## config.mk

```make
export PLATFORM = sky130hd
export DESIGN_NAME = ac_lookup_ctrl
export DESIGN_NICKNAME = d
export VERILOG_FILES = /design/src/rtl/ac_lookup_ctrl.sv
export SDC_FILE = /design/constraint.sdc
export NUM_CORES = 1
export LEC_CHECK = 0
export ABC_AREA = 0
export CORE_MARGIN = 2
export CORE_UTILIZATION = 38
export DETAILED_ROUTE_END_ITERATION = 8
export DONT_BUFFER_PORTS = 1
export GPL_ROUTABILITY_DRIVEN = 0
export GPL_TIMING_DRIVEN = 1
export PLACE_DENSITY_LB_ADDON = 0.1
export SYNTH_ARGS = -nofsm -noshare
export SYNTH_HDL_FRONTEND = slang
export SYNTH_SLANG_ARGS = --single-unit
```

## constraint.sdc

```tcl
create_clock -name i_clk -period 1.6 [get_ports i_clk]
set_input_delay 0.08 -clock i_clk [delete_from_list [all_inputs] [get_ports i_clk]]
set_output_delay 0.08 -clock i_clk [all_outputs]
set_load 0.01 [all_outputs]
```

## src/rtl/ac_lookup_ctrl.sv

```systemverilog
// ac_lookup_ctrl: handshaked Aho-Corasick sequencer driving the goto and failure table RAMs,
// following failure links on goto misses and reporting the landing state plus its output flag.
module ac_lookup_ctrl #(
    parameter int                 STATE_W   = 8,
    parameter int                 CHAR_W    = 4,
    parameter logic [STATE_W-1:0] FAIL_CODE = '1,
    parameter int                 MAX_HOPS  = 255
) (
    input  logic                      i_clk,
    input  logic                      i_rst,
    input  logic                      i_initialize,
    input  logic                      i_char_valid,
    input  logic [CHAR_W-1:0]         i_char,
    output logic                      o_char_ready,
    output logic                      o_g_rd_en,
    output logic [STATE_W+CHAR_W-1:0] o_g_addr,
    input  logic [STATE_W-1:0]        i_g_rd_data,
    output logic                      o_f_rd_en,
    output logic [STATE_W-1:0]        o_f_addr,
    input  logic [STATE_W:0]          i_f_rd_data,
    output logic                      o_res_valid,
    output logic [STATE_W-1:0]        o_res_state,
    output logic                      o_match,
    output logic                      o_err
);
    localparam int HOP_W = $clog2(MAX_HOPS + 1);

    typedef enum logic [2:0] {IDLE, G_RD, G_CHK, F_RD, F_CHK, O_RD, O_CHK} state_t;

    state_t             r_state, w_next;
    logic [STATE_W-1:0] r_cur_state;
    logic [CHAR_W-1:0]  r_char;
    logic [HOP_W-1:0]   r_hops;
    logic               r_res_valid, r_match, r_err;
    logic [STATE_W-1:0] r_res_state;
    logic               w_miss, w_root, w_limit;

    assign w_miss  = i_g_rd_data == FAIL_CODE;
    assign w_root  = r_cur_state == '0;
    assign w_limit = r_hops == HOP_W'(MAX_HOPS);

    always_ff @(posedge i_clk) begin
        if (i_rst) r_state <= IDLE;
        else r_state <= w_next;
    end

    // the root has no failure link, so a root miss lands directly on the root
    always_comb begin
        w_next = r_state;
        case (r_state)
            IDLE:    w_next = i_char_valid ? G_RD : IDLE;
            G_RD:    w_next = G_CHK;
            G_CHK:   w_next = (!w_miss || w_root || w_limit) ? O_RD : F_RD;
            F_RD:    w_next = F_CHK;
            F_CHK:   w_next = G_RD;
            O_RD:    w_next = O_CHK;
            O_CHK:   w_next = IDLE;
            default: w_next = IDLE;
        endcase
    end

    always_comb begin
        o_char_ready = r_state == IDLE;
        o_g_rd_en    = r_state == G_RD;
        o_f_rd_en    = r_state == F_RD || r_state == O_RD;
    end

    assign o_g_addr    = {r_cur_state, r_char};
    assign o_f_addr    = r_cur_state;
    assign o_res_valid = r_res_valid;
    assign o_res_state = r_res_state;
    assign o_match     = r_match;
    assign o_err       = r_err;

    always_ff @(posedge i_clk) begin
        if (i_rst) begin
            r_cur_state <= '0;
            r_char      <= '0;
            r_hops      <= '0;
            r_err       <= 1'b0;
            r_res_valid <= 1'b0;
            r_res_state <= '0;
            r_match     <= 1'b0;
        end else begin
            r_res_valid <= r_state == O_CHK;
            r_match     <= r_state == O_CHK && i_f_rd_data[STATE_W];
            if (r_state == O_CHK) r_res_state <= r_cur_state;
            case (r_state)
                IDLE: begin
                    if (i_initialize) begin
                        r_cur_state <= '0;
                        r_err       <= 1'b0;
                    end
                    if (i_char_valid) begin
                        r_char <= i_char;
                        r_hops <= '0;
                    end
                end
                G_CHK: begin
                    if (!w_miss) r_cur_state <= i_g_rd_data;
                    else if (w_root) r_cur_state <= '0;
                    else if (w_limit) begin
                        r_err       <= 1'b1;
                        r_cur_state <= '0;
                    end else r_hops <= r_hops + HOP_W'(1);
                end
                F_CHK:   r_cur_state <= i_f_rd_data[STATE_W-1:0];
                default: ;
            endcase
        end
    end
endmodule
```

Yosys cells after proc, flatten, opt, wreduce, memory -nomap -nowiden
Index checks and enable logic that the tools add are counted.

storage, ports and cells
  bits in registers = 34
  bits of input ports = 25

cells by class
  add/subtract/negate cells = 1
  eq/ne operators = 15
  muxes and demuxes = 18
  reduce and logical (&&, ||, !) cells = 13

operators by type and width
  operator                                                          number
  8-bit 2-to-1 mux                                                  8
  8-bit one-hot mux with 3 select lines                             1
  3-bit one-hot mux with 6 select lines                             1
  8-bit == test (second input constant)                             2
  8-bit one-hot mux with 2 select lines                             1
  2-bit != test (second input constant)                             6
  5-bit AND reduction                                               2
  3-bit == test (second input constant)                             3
  8-bit by 1-bit adder with 8-bit output (second input constant)    1
  8-bit logical NOT                                                 1
  3-bit by 2-bit == test with 1-bit output (second input constant)  2
  1-bit 2-to-1 mux                                                  5
  4-bit != test (second input constant)                             1
  3-bit by 1-bit == test with 1-bit output (second input constant)  1
  3-bit logical NOT                                                 1
  1-bit logical OR                                                  3
  3-bit 2-to-1 mux                                                  1
  3-bit AND reduction                                               1
  3-bit nonzero test                                                1
  1-bit one-hot mux with 2 select lines                             1
  2-bit AND reduction                                               1
  2-bit nonzero test                                                1
  1-bit logical AND                                                 1
  1-bit logical NOT                                                 1

Longest topological paths before layout
Gate-level depths: netlist (run 1).

  depth in word-level cells = 6
  depth in mapped cells = 7
  depth with buffers taken out = 6

Worst setup path before layout (run 1)
OpenSTA, ideal clock, no wires.

  kind = register to register
  start = reg r_state[1]
  end = reg r_hops[4]
  setup time = 0.124 ns
  arrival = 1.609 ns
  required time = 1.476 ns
  setup slack = -0.134 ns
  stages on the path, launching flop included = 8
  buffers on the path = 2
  cell sequence = dfxtp_1 > buf_2 > nor3_1 > and2_1 > clkbuf_1 > a211oi_1 > o21ai_0 > o21ai_0

on the way
  longest elaborated chain between the ends = 3
  elaborated cells between the ends (all ways) = 9

RTL lines
  item                                                                  line  source
  from (decl)                                                           30    state_t r_state, w_next;
  from (signal assigned)                                                44    else r_state <= w_next;
  3-bit logical NOT (*)                                                 --
  net o_char_ready                                                      14    output logic o_char_ready,
  2-bit != test (no line) / 2-bit nonzero test (equally long branches)  --
  5-bit AND reduction (no line)                                         --
  to (signal assigned)                                                  105   end else r_hops <= r_hops + HOP_W'(1);
  to (decl)                                                             33    logic [HOP_W-1:0] r_hops;

Mark *: on every way through the listed nets, which the timed path passes. The rest lies on a longest branch.
A chain may end at the register's enable or synchronous reset.

Final worst setup path (run 1)
  start = reg r_state[0]
  end = reg r_hops[6]

on the way
  longest elaborated chain between the ends = 3
  elaborated cells between the ends (all ways) = 9

RTL lines
  item                                                                                  line  source
  3-bit by 2-bit == test with 1-bit output / 3-bit logical NOT (equally long branches)  88    case (r_state)
  2-bit != test (no line) / 2-bit nonzero test (equally long branches)                  --
  5-bit AND reduction (no line)                                                         --

Several ways; a longest one is shown, not always the timed one.

==> impl_metrics.toml, run 1 <==
[run_status]
status = "complete, but fails checks"
violations = "negative hold slack"

[clock_tree]
clock_sinks = 34
tritoncts = "done"
root_buffer = "clkbuf_8"
clockBufferDepth = 2
cts_max_level = 2
clk_pin_slew_ps = 70
cts-buffers-inserted = 5
clock_latency_ps = 280

[synthesis]
synth_top_family_by_area = "simple AND/OR/NAND/NOR gates"
synth_area_um2 = 1567
syn_inst = 185
synth.area.mux_share_pct = 5.112
synth.distinct_cells = 37
synth-simple-area-share_pct = 22.76
synth_xor_area_share_pct = 1.118
ys_warn_count = 0
yosysSeqAreaShare_pct = 43.45
ys_ff_latch = 34
synth_compound_area_share_pct = 19.01
syn-num-nets = 211
avgSynthCellArea_um2 = 8.468
yosys.area_share.adder_pct = 0.7987

[sta]
rsz0062_at_grt = "yes"
finalSetupTns_ps = 0
layout_min_cycle_time_ps = 1559
holdWs_ps = -9.481
final.setup_skew_ps = 7.114
drv_slew = 0
setup_viol = 0
period_share_pct = 97.45
tightest_slew_ps = 418.7
hold_violations = 1
relSlewSlack_pct = 71.87
fmax_mhz = 641.3

[worst_setup_path]
crit_chain = "or3b_4, o21ba_4, nand2_4, or3_1, a21oi_1"
cpPeakStageDelay_ps = 400
rr_endpoint = "r_hops[6]"
cp-end-kind = "flip-flop"
path_max_fanout = 4
cp.buffers_inverters = 0
cp_top_family = "simple AND/OR/NAND/NOR gates"
r2r_slack_ps = 40
required_ps = 1810
worst_path_max_delay_cell = "or3b_4"
reg2regPathDepth = 5
r2r_start = "r_state[0]"
cp-start-kind = "flip-flop"
critical_path_class = "reg -> reg"
cp.arrival_ps = 1770

[power]
leakagePower_nw = 0.8019
share_comb_of_total_power_pct = 13.4
power.share.switching_pct = 24.99
power_density_nw_per_um2 = 877.4
cell_internal_pwr_w = 0.001327
clkPwrFrac_pct = 36.4
p_switching_w = 0.0004422
pwr-share-seq_pct = 50.2
ir_drop_uv = 469.7

[global_routing]
gr-total-overflow = 0
grt_pass1_wl_um = 5920
grt_pass1_vias = 1357
grt_max_degree = 38
antenna_found_initial = 0
grt_usage_pct = 17.20

[min_path]
hold_start = "i_g_rd_data[2]"
hold_class = "in -> reg"
min_to = "o_f_addr[2]"
min_path_cells = 2

[detailed_routing]
firstDrtPassIters = 4
ant_nets = 0
drc_errors = 0
initialDrtViolationCount = 42
drt-wirelength-per-cell_um = 15.05
dr_total_vias = 1407
avgViaCountPerCell = 5.370
totalWireLength_um = 3942

[floorplan]
chipHeight_um = 68.21
die_area_um2 = 4652
die_w_um = 68.21
top_level_ports = 59
start_util_pct = 39.45
core_um2 = 3971
rows = 23

[layout]
layout_commonest_cell = "dfxtp_1"
regArea_um2 = 686.9
multi_input_area_um2 = 847.1
area_growth_pct = 28.75
final_util_pct = 50.79
insertedDiodeCount = 0
fillers = 371
drive_above_1_share_pct = 25.94
fin_nets = 237
most-common-layout-cells = "29 x dfxtp_1, 26 x nand2_1, 23 x buf_4, 13 x nor2_1, 10 x o21ai_0"

[place]
dpl.hpwl_um = 2767
io_buffers = 0

[job]
max_cap_viol_count = 0
[metrics by stage]
step	std cells	setup slack [ps]	hold slack [ps]	instance area [um2]	power (W)
2_1_floorplan	185	-95.08	176.6	1572	0.001041
3_3_place_gp	243	9.671	153.9	1712	0.001085
3_5_place_dp	243	-18.83	157.8	1712	0.001088
4_1_cts	255	8.329	-148.3	1848	0.001746
5_1_grt	262	-27.53	6.705	2017	0.001858
6_report	262	40.76	-9.481	2017	0.001770
[worst register-to-register path, cell delays in order (launching register included)]
cell and delay (ps):
dfxtp_1 310, or3b_4 400, o21ba_4 270, nand2_4 70, or3_1 300, a21oi_1 140
[cells in the mapped netlist (all sizes together)]
| cell | instances | area share (%) |
|---|---|---|
| ha | 1 | 0.80 |
| nor3 | 10 | 3.2 |
| a2111oi | 1 | 0.56 |
| nor2 | 13 | 3.1 |
| clkbuf | 6 | 1.4 |
| o31ai | 1 | 0.48 |
| a22oi | 8 | 3.8 |
| nand4b | 1 | 0.56 |
| nand4 | 3 | 1.2 |
| nor3b | 1 | 0.48 |
| o21ba | 1 | 1.0 |
| or3 | 1 | 0.40 |
| o211ai | 1 | 0.48 |
| or3b | 2 | 1.1 |
| nand2 | 27 | 6.9 |
| dfxtp | 34 | 43 |
| nand3 | 8 | 2.6 |
| nand2b | 2 | 0.80 |
| o21bai | 2 | 0.96 |
| a21oi | 10 | 3.2 |
| nor4 | 2 | 0.80 |
| a211oi | 3 | 1.8 |
| and3 | 2 | 0.80 |
| buf | 11 | 5.6 |
| mux2i | 8 | 5.1 |
| o221ai | 1 | 0.56 |
| a211o | 1 | 0.56 |
| inv | 3 | 0.72 |
| a31oi | 2 | 0.80 |
| and2 | 2 | 0.80 |
| xor2 | 2 | 1.1 |
| o21ai | 15 | 4.8 |
[cell families after synthesis]
group                    Yosys count
AO/OA/AOI/OAI                     46
XOR/XNOR                           2
adder cells (fa/ha/maj)            1
buffers and inverters             20
flip-flops                        34
multiplexers                       8
AND/OR/NAND/NOR                   74
[worst max path at each step]
stage	startpoint	to	slack, ps	depth (start not counted)
after global routing	r_state[1]	r_hops[3]	-30	6
after floorplan	r_state[2]	r_hops[6]	-100	7
after CTS	o_f_addr[4]	r_hops[6]	8	6
after detailed placement	r_state[0]	r_hops[4]	-20	6
final	r_state[0]	r_hops[6]	40	5
after global placement	r_hops[0]	r_hops[4]	10	7
[layout make-up]
| type | instances | share of cell area [%] |
|---|---|---|
| clock buffers | 7 | 4.280 |
| clock inverters | 1 | 0.2481 |
| inverters | 3 | 0.5583 |
| multi-input cells | 131 | 42.00 |
| flip-flops and latches | 34 | 34.06 |
| well taps | 50 | 3.102 |
| repair buffers | 36 | 15.76 |
[state kept, by name (all words and copies together) (netlist names)]
| name | cells |
|---|---|
| o_match | 1 |
| r_state | 3 |
| r_hops | 8 |
| o_res_state | 8 |
| o_err | 1 |
| r_char | 4 |
| o_f_addr | 8 |
| o_res_valid | 1 |
[power by group through the flow]
stage	clock (W)	combinational, W	sequential (W)
after CTS	0.000668	0.000194	0.000884
after detailed placement	0	0.000185	0.000903
final	0.000644	0.000238	0.000888
after global routing	0.000703	0.000264	0.000890
after global placement	0	0.000183	0.000902
after floorplan	0	0.000129	0.000913
[per-layer routing]
layer / GRT usage, % / wire [um] / vias up
li1: - / - / 704
met3: 5.921 / 258 / 5
met2: 30.58 / 2015 / 39
met4: 6.500 / 42 / 0
met5: 0 / 0 / -
met1: 18.69 / 1625 / 659
[repair_timing]
item                                   in CTS  in global routing
buffers inserted                            1                  1
setup endpoints to repair                   2                 18
endpoints found under the hold margin      31                 29
resized for setup                           3                 24
hold buffers                                3                  7
pin swaps                                   0                  5
Power figures use the tool's default switching activity.
==> inputs of run 2 (changes only) <==
- CAP_MARGIN: default -> 5
- PLACE_DENSITY_LB_ADDON: 0.1 -> default
- RECOVER_POWER: default -> 25
==> run 2 against run 1 <==
  * The flow still finishes with violations (negative hold slack)
  * Largest power group unchanged
  * Global-route usage fell by 0.73 points
  * Clock skew fell by 3.7 ps
  * Register-to-register slack barely moved
  * Routed wire length fell by 1.8%
  * Hold slack got worse by 8.9 ps
==> impl_metrics.toml, run 2 (synthesis gave the netlist of run 1 again) <==
[detailed_routing]
totalWireLength_um = 3870
firstDrtPassIters = 4
initialDrtViolationCount = 35
ant_nets = 0
drt-wirelength-per-cell_um = 14.71
drc_errors = 0
dr_total_vias = 1432
avgViaCountPerCell = 5.445

[clock_tree]
cts-buffers-inserted = 5
cts_max_level = 2
clockBufferDepth = 2
root_buffer = "clkbuf_8"
tritoncts = "done"
clock_latency_ps = 290
clk_pin_slew_ps = 70
clock_sinks = 34

[sta]
layout_min_cycle_time_ps = 1559
drv_slew = 0
holdWs_ps = -18.35
relSlewSlack_pct = 70.97
rsz0062_at_grt = "yes"
final.setup_skew_ps = 3.377
tightest_slew_ps = 424.4
hold_violations = 3
setup_viol = 0
finalSetupTns_ps = 0
period_share_pct = 97.44
fmax_mhz = 641.4

[layout]
drive_above_1_share_pct = 30.52
area_growth_pct = 30.11
insertedDiodeCount = 0
fillers = 370
final_util_pct = 51.32
layout_commonest_cell = "buf_4"
finalInstanceArea_um2 = 2038
fin_nets = 238
most-common-layout-cells = "27 x buf_4, 26 x nand2_1, 26 x dfxtp_1, 12 x nor2_1"

[min_path]
min_path_cells = 2
hold_class = "in -> reg"
min_to = "o_f_addr[0]"
hold_start = "i_g_rd_data[0]"

[worst_setup_path]
cp_top_family = "simple AND/OR/NAND/NOR gates"
reg2regPathDepth = 5
cp-start-kind = "flip-flop"
critical_path_class = "reg -> reg"
cp.arrival_ps = 1790
r2r_start = "r_state[0]"
cpPeakStageDelay_ps = 390
cp.buffers_inverters = 0
path_max_fanout = 4
crit_chain = "or3b_4, o21ba_4, nand2_4, or3_1, a21oi_2"
worst_path_max_delay_cell = "or3b_4"
rr_endpoint = "r_hops[6]"
r2r_slack_ps = 40
required_ps = 1830
cp-end-kind = "flip-flop"
path_depth = 5

[global_routing]
gr-total-overflow = 0
grt_pass1_vias = 1264
grt_max_degree = 38
grt_pass1_wl_um = 5554
grt_usage_pct = 16.46
antenna_found_initial = 0

[floorplan]
rows = 23
die_area_um2 = 4652
chipHeight_um = 68.21
core_um2 = 3971
top_level_ports = 59
start_util_pct = 39.45
die_w_um = 68.21

[place]
dpl.hpwl_um = 2645
io_buffers = 0
place_area_um2 = 1734

[power]
ir_drop_uv = 431.3
leakagePower_nw = 0.8179
power_density_nw_per_um2 = 914.0

[run_status]
status = "complete, but fails checks"
violations = "negative hold slack"

[job]
max_cap_viol_count = 0
run 2: where the power goes:
| group | switching (W) | internal (W) |
|---|---|---|
| clock | 0.000307 | 0.000434 |
| combinational | 0.000126 | 0.000106 |
| sequential | 0.0000197 | 0.000870 |
| total | 0.000453 | 0.00141 |
run 2: cell type report:
cell class | instances | area [um2] | area share (%)
multi-input cells | 131 | 848.3 | 41.62
repair buffers | 37 | 315.3 | 15.47
well taps | 50 | 62.56 | 3.069
inverters | 3 | 11.26 | 0.5525
flip-flops and latches | 34 | 690.7 | 33.89
clock buffers | 8 | 110.1 | 5.402
run 2: per-layer routing:
metal  vias to the layer above  GRT usage (%)  wire length [um]
li1                        705              -                 -
met1                       680          16.53              1628
met2                        41          30.58              1961
met3                         6          4.934               220
met4                         0          8.000                59
met5                         -              0                 0
run 2: timing repair:
| item | 4_1_cts | 5_1_grt |
|---|---|---|
| hold endpoints to repair | 31 | 32 |
| gates resized for setup | 2 | 30 |
| hold buffers | 2 | 6 |
| pin swaps | 0 | 5 |
| buffers inserted | 0 | 1 |
| endpoints found under the setup margin | 2 | 18 |
run 2: worst reg2reg max path: stages, from the launching register on:
cell     delay [ps]
dfxtp_2         320
or3b_4          390
o21ba_4         260
nand2_4          80
or3_1           320
a21oi_2         130
run 2: how the worst max path moves through the flow:
stage,from,end
floorplan,r_state[2],r_hops[6]
global placement,o_f_addr[4],r_hops[6]
detailed placement,r_hops[0],r_hops[6]
CTS,o_f_addr[4],r_hops[6]
global route,r_state[0],r_hops[3]
finish,r_state[0],r_hops[6]
run 2: per-stage QoR:
stage	instances	total power [W]	setup slack, ps
6_report	263	0.001863	41.01
5_1_grt	263	0.001935	-27.61
4_1_cts	256	0.001828	2.623
3_5_place_dp	246	0.001089	-1.208
3_3_place_gp	246	0.001084	23.39
2_1_floorplan	185	0.001041	-95.08
